**config.mk**
```make
export PLATFORM = sky130hd
export DESIGN_NAME = ines_loader_flat
export DESIGN_NICKNAME = d
export VERILOG_FILES = /design/src/rtl/ines_loader_if.sv /design/src/rtl/ines_loader.sv /design/src/flat_wrapper.sv
export SDC_FILE = /design/constraint.sdc
export NUM_CORES = 1
export LEC_CHECK = 0
export BUFFER_PORTS_ARGS = -buffer_cell sky130_fd_sc_hd__buf_2
export CORE_AREA = 3 3 118 109
export DETAILED_ROUTE_END_ITERATION = 7
export DIE_AREA = 0 0 121 112
export SLEW_MARGIN = 10
export SYNTH_ARGS = -nofsm -noshare
export SYNTH_HDL_FRONTEND = slang
export SYNTH_SLANG_ARGS = --single-unit
```
**constraint.sdc**
```tcl
create_clock -name clk -period 5.39 [get_ports clk]
set_input_delay 0.2695 -clock clk [delete_from_list [all_inputs] [get_ports clk]]
set_output_delay 0.2695 -clock clk [all_outputs]
set_load 0.05 [all_outputs]
```
**src/rtl/ines_loader_if.sv**
```systemverilog
// ines_loader_if: byte-wide memory write port between the iNES loader and memory.
interface ines_loader_if;
  logic [21:0] mem_addr;
  logic [7:0]  mem_din;
  logic        mem_write;
  logic        mem_ack;
  modport master (output mem_addr, output mem_din, output mem_write, input mem_ack);
  modport slave  (input mem_addr, input mem_din, input mem_write, output mem_ack);
endinterface

```
**src/rtl/ines_loader.sv**
```systemverilog
// ines_loader: parses an iNES byte stream and writes PRG to address 0 and CHR to CHR_BASE.
module ines_loader #(
  parameter int          FIFO_DEPTH = 4,
  parameter logic [21:0] CHR_BASE   = 22'h200000
) (
  input  logic                 clk,
  input  logic                 resetn,
  input  logic [7:0]           indata,
  input  logic                 indata_valid,
  ines_loader_if.master        mem,
  output logic [31:0]          mapper_flags,
  output logic                 done,
  output logic                 error
);
  localparam int          AW    = $clog2(FIFO_DEPTH);
  localparam logic [31:0] MAGIC = 32'h1A53454E;
  typedef enum logic [2:0] {HEADER, TRAINER, PRG, CHR, DONE, ERROR} state_t;
  state_t      state, nxt;
  logic [7:0]  fifo [FIFO_DEPTH];
  logic [AW:0] wr_ptr, rd_ptr;
  logic [21:0] off, off_nxt;
  logic [7:0]  head;
  logic        empty, full, active, push, pop, prg_last, chr_last;
  assign head          = fifo[rd_ptr[AW-1:0]];
  assign empty         = wr_ptr == rd_ptr;
  assign full          = (wr_ptr - rd_ptr) == (AW+1)'(FIFO_DEPTH);
  assign active        = state inside {HEADER, TRAINER, PRG, CHR};
  assign push          = indata_valid && !full && active;
  assign mem.mem_write = (state == PRG || state == CHR) && !empty;
  assign mem.mem_din   = mem.mem_write ? head : 8'd0;
  assign mem.mem_addr  = state == CHR ? CHR_BASE + off : off;
  // Header and trainer drain freely; payload bytes leave only when memory acknowledges them.
  assign pop           = (state == HEADER || state == TRAINER) ? !empty : mem.mem_write && mem.mem_ack;
  assign prg_last      = off == (22'(mapper_flags[7:0]) << 14) - 22'd1;
  assign chr_last      = off == (22'(mapper_flags[15:8]) << 13) - 22'd1;
  assign done          = state == DONE;
  assign error         = state == ERROR;
  always_comb begin
    nxt     = state;
    off_nxt = pop ? off + 22'd1 : off;
    if (pop) begin
      if (state == HEADER && off < 22'd4 && head != MAGIC[{off[1:0], 3'b000} +: 8]) nxt = ERROR;
      else if (state == HEADER && off == 22'd15) begin
        off_nxt = '0;
        nxt     = (mapper_flags[7:0] == 8'd0 || mapper_flags[7:0] > 8'd128) ? ERROR :
                  mapper_flags[18] ? TRAINER : PRG;
      end else if (state == TRAINER && off == 22'd511) begin
        off_nxt = '0;
        nxt     = PRG;
      end else if (state == PRG && prg_last) begin
        off_nxt = '0;
        nxt     = mapper_flags[15:8] == 8'd0 ? DONE : CHR;
      end else if (state == CHR && chr_last) begin
        off_nxt = '0;
        nxt     = DONE;
      end
    end
    if (indata_valid && full && active) nxt = ERROR;
  end
  always_ff @(posedge clk) begin
    if (!resetn) begin
      state        <= HEADER;
      off          <= '0;
      wr_ptr       <= '0;
      rd_ptr       <= '0;
      mapper_flags <= '0;
    end else begin
      state  <= nxt;
      off    <= off_nxt;
      wr_ptr <= wr_ptr + (AW+1)'(push);
      rd_ptr <= rd_ptr + (AW+1)'(pop);
      if (state == HEADER && pop && off >= 22'd4 && off < 22'd8)
        mapper_flags[{off[1:0], 3'b000} +: 8] <= head;
    end
  end
  always_ff @(posedge clk)
    if (push) fifo[wr_ptr[AW-1:0]] <= indata;
endmodule

```
**src/flat_wrapper.sv**
```systemverilog
// flat-port wrapper written by rule: the top's interface ports become plain ports
module ines_loader_flat 
#(
  parameter int          FIFO_DEPTH = 4,
  parameter logic [21:0] CHR_BASE   = 22'h200000
)
  (clk, resetn, indata, indata_valid, mapper_flags, done, error, mem_mem_addr, mem_mem_din, mem_mem_write, mem_mem_ack);
  ines_loader_if mem_i ();
  input  logic clk;
  input  logic resetn;
  input  logic [7:0] indata;
  input  logic indata_valid;
  output logic [31:0] mapper_flags;
  output logic done;
  output logic error;
  output wire logic [$bits(mem_i.mem_addr)-1:0] mem_mem_addr;
  output wire logic [$bits(mem_i.mem_din)-1:0] mem_mem_din;
  output wire logic [$bits(mem_i.mem_write)-1:0] mem_mem_write;
  input wire logic [$bits(mem_i.mem_ack)-1:0] mem_mem_ack;
  assign mem_mem_addr = mem_i.mem_addr;
  assign mem_mem_din = mem_i.mem_din;
  assign mem_mem_write = mem_i.mem_write;
  assign mem_i.mem_ack = mem_mem_ack;
  ines_loader #(.FIFO_DEPTH(FIFO_DEPTH), .CHR_BASE(CHR_BASE)) u_core (.clk(clk), .resetn(resetn), .indata(indata), .indata_valid(indata_valid), .mem(mem_i), .mapper_flags(mapper_flags), .done(done), .error(error));
endmodule
```
# After elaboration in Yosys (flattened, before gate mapping)
# Memory sizes are Yosys's and may differ from the RTL's. A register that Yosys moved wholly into a read port is not among the register bits.
# Index checks and enable logic that the tools add are counted.
word_totals:
  reg_bits: 63
  n_memories: 1
  rom_bits: 0
  out_inout_bits: 65
  latch_bits: 0
  ramBits: 32
memory_table:
  columns: ["name", "depth", "word_bits", "read_ports", "rd_ports_with_merged_regs", "wr", "line_no", "source"]
  rows:
  - ["u_core.fifo", 4, 8, 1, 1, 1, "ines_loader.sv:19", "logic [7:0] fifo [FIFO_DEPTH];"]
classes:
  bitwise_logic: 1
  mux: 24
  reduce_logical: 30
  shifts: 3
  n_eq_ne: 12
  n_div: 0
  magnitude_cmp: 4
  n_addsub: 8
  n_mul: 0
op_table:
  columns: ["cell", "n"]
  rows:
  - ["$mux 22", 8]
  - ["$eq 22x22->1", 2]
  - ["$bwmux 32", 1]
  - ["$shift 8x7->32 const A", 1]
  - ["$shiftx 32x6->8 const A", 1]
  - ["$shiftx 8x7->32", 1]
  - ["$mux 3", 9]
  - ["$add 22x1->22 const B", 1]
  - ["$add 22x22->22 const A", 1]
  - ["$eq 22x4->1 const B", 1]
  - ["$eq 22x9->1 const B", 1]
  - ["$ge 22x3->1 const B", 1]
  - ["$lt 22x3->1 const B", 1]
  - ["$lt 22x4->1 const B", 1]
  - ["$sub 21x1->22 const B", 1]
  - ["$sub 22x1->22 const B", 1]
  - ["$logic_not 8->1", 2]
  - ["$logic_and 1x1->1", 15]
  - ["$eq 3x3->1 const B", 3]
  - ["$gt 8x8->1 const B", 1]
  - ["$mux 8", 1]
  - ["$ne 8x8->1", 1]
  - ["$neg 5->7", 1]
  - ["$add 3x1->3", 2]
  - ["16 further kinds", 24]

# Longest topological paths before layout
logic_depth:
  word_depth: 12
  depth_mapped: 11
  depth_no_buf: 10

# Worst setup path after synthesis
# No wires, ideal clock.
synth_timing:
  path_kind: "register to register"
  from: "register u_core.mapper_flags[0]"
  to: "register with a tool-made name"
  arrival_ns: 2.622
  path_stages_with_launch: 11
  t_required_ns: 5.262
  path_buffers: 1
  period_less_slack_ns: 2.749
  setup_slack_ns: 2.641
  setup_ns: 0.128
  path_cell_list: "dfxtp_1 -> inv_1 -> ha_1 -> xnor2_1 -> nor4_1 -> nand3_1 -> nor4_1 -> a221oi_2 -> o21ai_1 -> clkbuf_1 -> nor2_1"
synth_rtl:
  columns: ["element", "line_no", "source"]
  rows:
  - ["start: declaration", "ines_loader.sv:11", "output logic [31:0] mapper_flags,"]
  - ["start signal: assignment", "ines_loader.sv:66", "mapper_flags <= '0;"]
  - ["start signal: indexed assignment", "ines_loader.sv:73", "mapper_flags[{off[1:0], 3'b000} +: 8] <= head;"]

# Worst setup path after layout
layout_timing:
  from: "register u_core.rd_ptr[0]"
  to: "memory u_core.fifo[0][4] (enable)"
layout_via:
  elab_chain_len: 7
layout_lines:
  columns: ["element", "line_no", "source"]
  rows:
  - ["start: declaration", "ines_loader.sv:20", "logic [AW:0] wr_ptr, rd_ptr;"]
  - ["start signal: assignment", "ines_loader.sv:71", "rd_ptr <= rd_ptr + (AW+1)'(pop);"]
  - ["$sub 3x3->3", "ines_loader.sv:26", "assign full = (wr_ptr - rd_ptr) == (AW+1)'(FIFO_DEPTH);"]
  - ["$eq 3x3->1", "ines_loader.sv:26", null]
  - ["$logic_not 1->1", "ines_loader.sv:28", "assign push = indata_valid && !full && active;"]
  - ["$logic_and 1x1->1 (2 in series)", "ines_loader.sv:28", null]
  - ["$mux 1", "ines_loader.sv:77", "if (push) fifo[wr_ptr[AW-1:0]] <= indata;"]
  - ["$mux 1 (implied by the code)", "ines_loader.sv:77", null]
  - ["end: declaration", "ines_loader.sv:19", null]
# No other way between the ends.

==> metrics.json <==
{
  "status": {"value": "finished clean"},
  "register_bit_total_from_synthesis": {"value": 95},
  "yosys_most_used_dff": {"value": "sky130_fd_sc_hd__dfxtp_1"},
  "synth_seq_area_share": {"value": 0.426},
  "cp_data_arrival_time": {"value": 3.22, "unit": "ns"},
  "final_worst_setup_slack": {"value": 2.14, "unit": "ns"},
  "fill_cell_instance_count_of_the_final_layout": {"value": 1147},
  "max_cap_viol_count": {"value": 0},
  "via_per_inst": {"value": 5.47},
  "count_of_final_max_slew_check_failures": {"value": 0},
  "synth_top_cells_by_area": {"value": "sky130_fd_sc_hd__dfxtp_1, sky130_fd_sc_hd__edfxtp_1, sky130_fd_sc_hd__xnor2_1"},
  "yosysWarningCount": {"value": 0},
  "finalSetupViolCount": {"value": 0},
  "grt_remaining_overflow": {"value": 0},
  "cells_after_synth": {"value": 553},
  "yosysTopAreaCell": {"value": "sky130_fd_sc_hd__dfxtp_1"},
  "routabilityCongestion": {"value": 0.888},
  "clock-root-buffer": {"value": "sky130_fd_sc_hd__clkbuf_16"},
  "tritoncts_clock_tree": {"value": "done"},
  "chipHeight": {"value": 112, "unit": "um"},
  "clk-insertion-delay-late": {"value": 0.35, "unit": "ns"},
  "ir_worst_vdd": {"value": 0.000243, "unit": "V"},
  "num_antenna_cells": {"value": 0},
  "dp_cells": {"value": 744},
  "critPathLaunchType": {"value": "flop"},
  "synthesis.nets": {"value": 580},
  "cts-resized-gates": {"value": 0},
  "area_growth_syn_to_layout": {"value": 11.6, "unit": "%"},
  "synthesis.area": {"value": 5210, "unit": "um^2"},
  "wire_length_of_the_first_global_routing_pass": {"value": 20.9, "unit": "mm"},
  "yosysMostFrequentCell": {"value": "sky130_fd_sc_hd__nand2_1"},
  "fmaxAchievable": {"value": 308, "unit": "MHz"},
  "route.antenna.remaining_nets": {"value": 0},
  "stdcell_count": {"value": 760},
  "cts-root-to-sink-buffers": {"value": 2},
  "synth_commonest_cells": {"value": "sky130_fd_sc_hd__nand2_1, sky130_fd_sc_hd__dfxtp_1, sky130_fd_sc_hd__nand3_1"},
  "post-route-period-util": {"value": 0.603},
  "placementRows": {"value": 38},
  "drt_wl_total": {"value": 12.6, "unit": "mm"},
  "hold-worst-slack": {"value": 0.132, "unit": "ns"},
  "synth-adder-area-share": {"value": 0.0360},
  "grt_antenna_before_repair": {"value": 0},
  "timing.critical_path.fanout_max": {"value": 17},
  "hold_viol_final": {"value": 0},
  "grt_max_degree": {"value": 45},
  "fin_skew": {"value": 0.00852, "unit": "ns"},
  "cts.htree.levels": {"value": 3},
  "post_cts_setup_buffers": {"value": 0},
  "dieArea": {"value": 13600, "unit": "um^2"},
  "synth_compound_area_frac": {"value": 0.109},
  "nNetsFinal": {"value": 622},
  "synthesized_area_fraction_occupied_by_xor_and_xnor_cells": {"value": 0.0773},
  "effective_utilization_at_floorplan": {"value": 0.440},
  "cts.sink_count": {"value": 95},
  "hold_path.class": {"value": "in -> reg"},
  "vias": {"value": 4154},
  "critPathKind": {"value": "reg -> reg"},
  "post-route-drc-count": {"value": 0},
  "layout-drive-gt1-share": {"value": 0.188},
  "design.core.area": {"value": 11800, "unit": "um^2"},
  "required": {"value": 5.36, "unit": "ns"},
  "synthArstFlopShare": {"value": 0},
  "synth.lib_cells_used.distinct": {"value": 58},
  "drt-initial-drc-count": {"value": 295},
  "synth-edff-count": {"value": 32},
  "port-buffer-count": {"value": 76},
  "die_wd": {"value": 121, "unit": "um"},
  "synth_top_family_by_area": {"value": "simple AND/OR/NAND/NOR gates"},
  "syn_area_per_cell": {"value": 9.43, "unit": "um^2"},
  "clk_pin_slew_worst_paths": {"value": 0.07, "unit": "ns"},
  "worst_slew_pin_slew": {"value": 1.18, "unit": "ns"},
  "num_io_pins": {"value": 77},
  "post-place-ws": {"value": 2.09, "unit": "ns"},
  "cts_hold_repair.buffers": {"value": 0},
  "max_slew_margin": {"value": 0.211},
  "final.min_clock_period": {"value": 3.25, "unit": "ns"},
  "grt_pass1_vias": {"value": 4029},
  "post-synth-top-area-fraction": {"value": 0.242},
  "post_synth_and_or_nand_nor_area_fraction": {"value": 0.242},
  "power.static_leakage": {"value": 2.25, "unit": "nW"},
  "pwr_cell_area": {"value": 360, "unit": "nW/um^2"},
  "grtUsageTotal": {"value": 0.196},
  "detailedPlacementHpwl": {"value": 9.39, "unit": "mm"},
  "drtPass1Iterations": {"value": 6},
  "unrepaired_setup_endpoints_after_global_routing": {"value": "no"},
  "wire_per_inst": {"value": 16.6, "unit": "um"},
  "muxShareOfSynthArea": {"value": 0.0430},
  "cts_made_buffers": {"value": 9},
  "fin_setup_tns": {"value": 0, "unit": "ns"},
  "critical_path_endpoint_category": {"value": "flop"}
}
area by class of cell:
class / instances / area, um^2 / area share
Timing Repair Buffer: 77 / 388 / 0.0667
Inverter: 18 / 67.6 / 0.0116
Clock inverter: 7 / 71.3 / 0.0123
Tap cell: 160 / 200 / 0.0344
Sequential cell: 95 / 2220 / 0.382
Clock buffer: 9 / 225 / 0.0387
Multi-Input combinational cell: 394 / 2650 / 0.455
report_power, final:
part,switching [mW],internal (mW),total [mW]
registers,0.0705,0.802,0.873
clock network,0.284,0.361,0.645
logic,0.362,0.213,0.575
critical path, stage by stage, from the launching register on:
cell	delay, ns
sky130_fd_sc_hd__dfxtp_1	0.84
sky130_fd_sc_hd__ha_1	0.25
sky130_fd_sc_hd__nor2b_1	0.16
sky130_fd_sc_hd__xnor2_1	0.13
sky130_fd_sc_hd__nor2_1	0.06
sky130_fd_sc_hd__nor3b_1	0.42
sky130_fd_sc_hd__nor3b_1	1.00
cell families (layout without fill, tap and decap cells):
kind of cell    Yosys count  in the layout
flops                    95             95
fa+ha+maj                15             15
compound gates           77             77
mux                      11             11
xor+xnor                 46             46
buf+inv                  64            111
simple gates            245            245
placed cells by master (no fill, tap or decap), types with 18 or more instances in the layout:
cell type                  Yosys  final
sky130_fd_sc_hd__nor2_1       40     40
sky130_fd_sc_hd__nand3_1      47     47
sky130_fd_sc_hd__inv_1        17     19
sky130_fd_sc_hd__nand2_1      65     65
sky130_fd_sc_hd__a21boi_1     32     32
sky130_fd_sc_hd__dfxtp_1      63     63
sky130_fd_sc_hd__buf_2         3     76
sky130_fd_sc_hd__xor2_1       18     18
sky130_fd_sc_hd__edfxtp_1     32     32
sky130_fd_sc_hd__xnor2_1      28     28
stage by stage:
| stage | total power, mW | instance area [um^2] | utilization |
|---|---|---|---|
| finish | 2.09 | 5820 | 0.492 |
| global route | 2.21 | 5820 | 0.492 |
| CTS | 2.11 | 5820 | 0.492 |
| detailed placement | 1.46 | 5520 | 0.466 |
| global placement | 1.45 | 5520 | 0.466 |
| floorplan | 1.31 | 5210 | - |
worst paths after layout:
kind | start | slack [ns] | cells past startpoint | end
worst min register to register | u_core.mapper_flags[16] | 0.45 | 2 | u_core.mapper_flags[16]
worst max register to register | u_core.rd_ptr[0] | 2.14 | 6 | u_core.fifo[0][4]
worst min-delay path | indata[3] | 0.13 | 1 | u_core.fifo[3][3]
worst max-delay path | u_core.rd_ptr[0] | 2.14 | 6 | u_core.fifo[0][4]
state kept, by name (all words and copies together), names as in the netlist, named ones only:
signal	cells
u_core.fifo	32
u_core.state	3
u_core.wr_ptr	3
u_core.off	21
u_core.rd_ptr	3
u_core.mapper_flags	32
metal layers:
layer  up-vias  wire length, um  track usage
met5         -                0            0
met4         0              289       0.0748
met3        17              790       0.0457
met2       109             5910        0.310
met1      1996             5630        0.261
li1       2032                -            -
Power figures use the tool's default switching activity.
